--- src/rtl/m68k_bus_master.sv ---
// 68000-style bus initiator: turns single-beat req/done commands into AS/UDS/LDS/RW cycles.
// Optional WAIT-state abort is enabled by defining M68K_BUS_TIMEOUT_EN.
//
// state   | meaning
// IDLE    | ready, waiting for req
// ADDR    | address/rw on bus, AS about to fall (reads also drop DS)
// ASSERT  | AS low; writes drop DS here so data settles before DS
// DSTB    | strobes low, entering WAIT
// WAIT    | waiting for DTACK or VPA (or timeout)
// END     | strobes released, done pulse
// RECOVER | waiting for responder to release DTACK/VPA
module m68k_bus_master #(
  parameter int ADDR_W  = 23,
  parameter int TIMEOUT = 255
) (
  input  logic              clk,
  input  logic              reset_n,
  input  logic              req,
  input  logic              req_we,
  input  logic [ADDR_W-1:0] req_addr,
  input  logic [1:0]        req_be,
  input  logic [15:0]       req_wdata,
  output logic              ready,
  output logic              done,
  output logic              err,
  output logic [15:0]       rdata,
  output logic [ADDR_W-1:0] eab,
  output logic              rw,
  output logic              as_n,
  output logic              uds_n,
  output logic              lds_n,
  output logic [15:0]       oedb,
  input  logic [15:0]       iedb,
  input  logic              dtack_n,
  input  logic              vpa_n
);

  typedef enum logic [2:0] {
    S_IDLE, S_ADDR, S_ASSERT, S_DSTB, S_WAIT, S_END, S_RECOVER
  } state_t;

  state_t     state;
  logic       we;
  logic [1:0] be;
  logic       ack;

  assign ack = ~dtack_n | ~vpa_n;

`ifdef M68K_BUS_TIMEOUT_EN
  localparam int CNT_W = (TIMEOUT > 255) ? $clog2(TIMEOUT + 1) : 8;
  localparam logic [CNT_W-1:0] CNT_LOAD = CNT_W'(TIMEOUT - 1);
  logic [CNT_W-1:0] tmr;
`endif

  always_ff @(posedge clk or negedge reset_n) begin
    if (!reset_n) begin
      state <= S_IDLE;
      we    <= 1'b0;
      be    <= 2'b00;
      ready <= 1'b1;
      done  <= 1'b0;
      err   <= 1'b0;
      rdata <= '0;
      eab   <= '0;
      rw    <= 1'b1;
      as_n  <= 1'b1;
      uds_n <= 1'b1;
      lds_n <= 1'b1;
      oedb  <= '0;
`ifdef M68K_BUS_TIMEOUT_EN
      tmr   <= '0;
`endif
    end else begin
      case (state)
        S_IDLE: begin
          if (req) begin
            eab   <= req_addr;
            oedb  <= req_wdata;
            rw    <= ~req_we;
            we    <= req_we;
            be    <= req_be;
            ready <= 1'b0;
            if (req_be == 2'b00) begin
              done  <= 1'b1;
              err   <= 1'b1;
              state <= S_END;
            end else begin
              state <= S_ADDR;
            end
          end
        end
        S_ADDR: begin
          as_n <= 1'b0;
          if (!we) begin
            uds_n <= ~be[1];
            lds_n <= ~be[0];
          end
          state <= S_ASSERT;
        end
        S_ASSERT: begin
          if (we) begin
            uds_n <= ~be[1];
            lds_n <= ~be[0];
          end
          state <= S_DSTB;
        end
        S_DSTB: begin
`ifdef M68K_BUS_TIMEOUT_EN
          tmr <= CNT_LOAD;
`endif
          state <= S_WAIT;
        end
        S_WAIT: begin
          if (ack) begin
            if (!we) rdata <= iedb;
            as_n  <= 1'b1;
            uds_n <= 1'b1;
            lds_n <= 1'b1;
            done  <= 1'b1;
            err   <= 1'b0;
            state <= S_END;
          end
`ifdef M68K_BUS_TIMEOUT_EN
          else if (tmr == '0) begin
            as_n  <= 1'b1;
            uds_n <= 1'b1;
            lds_n <= 1'b1;
            done  <= 1'b1;
            err   <= 1'b1;
            state <= S_END;
          end else begin
            tmr <= tmr - 1'b1;
          end
`endif
        end
        S_END: begin
          done <= 1'b0;
          err  <= 1'b0;
          rw   <= 1'b1;
          // A responder that has already let go needs no RECOVER cycle.
          if (!ack) begin
            ready <= 1'b1;
            state <= S_IDLE;
          end else begin
            state <= S_RECOVER;
          end
        end
        S_RECOVER: begin
          if (!ack) begin
            ready <= 1'b1;
            state <= S_IDLE;
          end
        end
        default: state <= S_IDLE;
      endcase
    end
  end

endmodule

--- config.mk ---
export PLATFORM = sky130hd
export DESIGN_NAME = m68k_bus_master
export DESIGN_NICKNAME = d
export VERILOG_FILES = /design/src/rtl/m68k_bus_master.sv
export SDC_FILE = /design/constraint.sdc
export NUM_CORES = 1
export LEC_CHECK = 0
export ABC_AREA = 1
export BUFFER_PORTS_ARGS = -buffer_cell sky130_fd_sc_hd__buf_2
export CORE_MARGIN = 3
export CORE_UTILIZATION = 25
export CTS_CLUSTER_SIZE = 40
export DETAILED_ROUTE_END_ITERATION = 6
export SYNTH_ARGS = -nofsm -noshare
export SYNTH_HDL_FRONTEND = slang
export SYNTH_SLANG_ARGS = --single-unit
--- constraint.sdc ---
create_clock -name clk -period 3.9 [get_ports clk]
set_clock_uncertainty 0.1 [all_clocks]
set_input_delay 0.39 -clock clk [delete_from_list [all_inputs] [get_ports clk]]
set_output_delay 0.39 -clock clk [all_outputs]
set_load 0.03 [all_outputs]
==> results.toml <==
[layout]
fin_nets = 510
area_delta_synth_final_pct = 34.2
diodes = 0
filler_cell_count = 1097
drive_above_1_share = 0.334

[yosys]
yosys-top-cells-area = "dfrtp_1 (57%), nand2_1 (22%), dfstp_2 (4.8%)"
synth-seq-area-share = 0.618
synth_flop_cell = "dfrtp_1"
synth_warnings = 0
postSynthAreaPerCell_um2 = 8.61
syn-num-nets = 384
synth.area.mux_share = 0
syn_area_mm2 = 0.00276
synth-simple-area-share = 0.269
synth_compound_area_frac = 0.0498
ys_ff_latch = 68
synth_most_common_cell = "nand2_1"
yosys.area.top_type_share = 0.571
synth_common_cells = "nand2_1 (165), dfrtp_1 (63), inv_1 (27), o21ai_0 (21), nand3_1 (10)"
ys_types = 19
syn-instance-count = 321
synth_top_area_cell = "dfrtp_1"
async_flop_share = 1.00
synth_top_family_by_area = "simple AND/OR/NAND/NOR gates"
synth_edf_count = 0
synth_fa_ha_area_frac = 0
synth_xor_area_frac = 0

[clock_tree]
holdBufCountCts = 0
cts_tree = "built"
cts.sinks = 68
cts_setup_buffers = 0
cts.path.max_buffers = 2
htreeDepth = 3
cts_root_buf = "clkbuf_8"
post_cts_resized = 0
clk_pin_slew_ns = 0.07
insertion_delay_ns = 0.33
cts_inserted_buffers = 9

[power]
p_per_area_mw_per_mm2 = 915
peakVddDrop_mv = 0.336
leakagePower_nw = 2.17

[grt]
first_global_vias = 2471
top_usage_layer = "met2"
antenna_found_initial = 0
grt_max_degree = 45
grt_use_total = 0.114
use_met1 = 0.143
use_met2 = 0.180
grt.overflow.total = 0
met3_usage = 0.0398
grt_pass1_wl_mm = 11.7

[timing]
finalCritPeriodShare = 0.449
maxSlewHeadroom = 0.459
rsz0062_at_grt = "false"
fin_ws_ns = 2.15
finalSetupViolCount = 0
final_max_slew_viol_count = 0
tightest_slew_ns = 0.811
final_hold_viol_count = 0
fin_setup_tns_ns = 0
finalCriticalPeriod_ns = 1.75
fmax_mhz = 572

[routing]
dr.pass1.iters = 4
routedWlPerCell_um = 11.5
drtAntennaViolNets = 0
post-route-drc-count = 0
drtIter0Drc = 98
dr_total_vias = 2435
vias_per_cell = 4.14
wl_mm = 6.79

[worst_setup_path]
arrival_ns = 1.88
crit_path_start_kind = "register"
cp-end-kind = "register"
rrSetupSlack_ns = 2.15
cp_max_fo = 32
worstSetupPathType = "reg -> reg"
required_ns = 4.03

[floorplan]
die_y_um = 111
die_area_mm2 = 0.0123
fp.coreArea_mm2 = 0.0106
start_util = 0.262
die_w_um = 111
rows = 37
ioPinCount = 125

[worst_hold_path]
hold_class = "in -> async"

[place]
gp_congestion = 0.837
io_buffers = 124
dp_hpwl_mm = 5.01
pre_cts_slack_ns = 2.01

[flow_run]
max-cap-violations = 0

[status]
status = "completed"
## state kept, by name, summed over array words and instances, names as in the netlist
| register | flops |
|---|---|
| be | 2 |
| state | 3 |
| oedb | 16 |
| as_n | 1 |
| uds_n | 1 |
| eab | 23 |
| rdata | 16 |
| lds_n | 1 |
| done | 1 |
| we | 1 |
| rw | 1 |
| ready | 1 |
| err | 1 |
## cell families (layout without fill, tap and decap cells)
| kind of cell | after synthesis | in the layout |
|---|---|---|
| AO/OA/AOI/OAI | 26 | 26 |
| buffers and inverters | 40 | 171 |
| flip-flops | 68 | 68 |
| AND/OR/NAND/NOR | 187 | 187 |
## per-stage QoR
step           std cells  hold WS [ns]  instance area (µm²)  utilization  total power, mW
5_1_grt              588        0.0908                 3710        0.351             3.67
6_report             588        0.0457                 3710        0.351             3.39
3_3_place_gp         572         0.357                 3500        0.332             2.80
4_1_cts              588        0.0492                 3710        0.351             3.45
2_1_floorplan        321      -0.00559                 2760            -             2.35
3_5_place_dp         572         0.358                 3500        0.332             2.84
## final cells by class
type / count / area (µm²) / area share
clock buffer: 12 / 155 / 0.0418
multi-input combinational: 213 / 882 / 0.238
tap: 136 / 170 / 0.0459
inverter: 29 / 109 / 0.0294
sequential: 68 / 1710 / 0.461
clock inverter: 4 / 47.5 / 0.0128
timing repair buffer: 126 / 636 / 0.171
## report_power, final
part           switching, mW  total, mW  internal (mW)
clock network          0.257      0.585          0.328
registers              0.195       1.24           1.05
logic                   1.12       1.56          0.444
## cell usage in the layout, fill, tap and decap left out, drive strengths merged
cell,count
buf,126
dfrtp,63
o21bai,3
o21ai,23
clkinvlp,1
clkbuf,12
nand4,2
clkinv,2
nand3b,1
dfstp,5
inv,29
nor2,7
bufinv,1
nor3,1
nand3,11
nand2,165
## critical path, stage by stage, from the launching register on
cell     delay [ns]
dfrtp_1        0.47
nor2_4         0.17
nand4_2        0.52
o21ai_0        0.39
## path summary, 6_finish.rpt
kind,from,endpoint,depth (start not counted)
max,state[0],rdata[9],3
min,reset_n,err,1
max reg2reg,state[0],rdata[9],3
min reg2reg,lds_n,lds_n,2
max in group asynchronous,reset_n,rw,2
min in group clk,req_wdata[6],oedb[6],3
## layer usage
layer  part of all wire  wire (µm)  up-vias
met2               0.44       2990       96
met4              0.022        150        0
met5                  0          0        -
met1               0.46       3100     1097
li1                   -          -     1229
met3              0.081        553       13
Power figures use the tool's default switching activity.
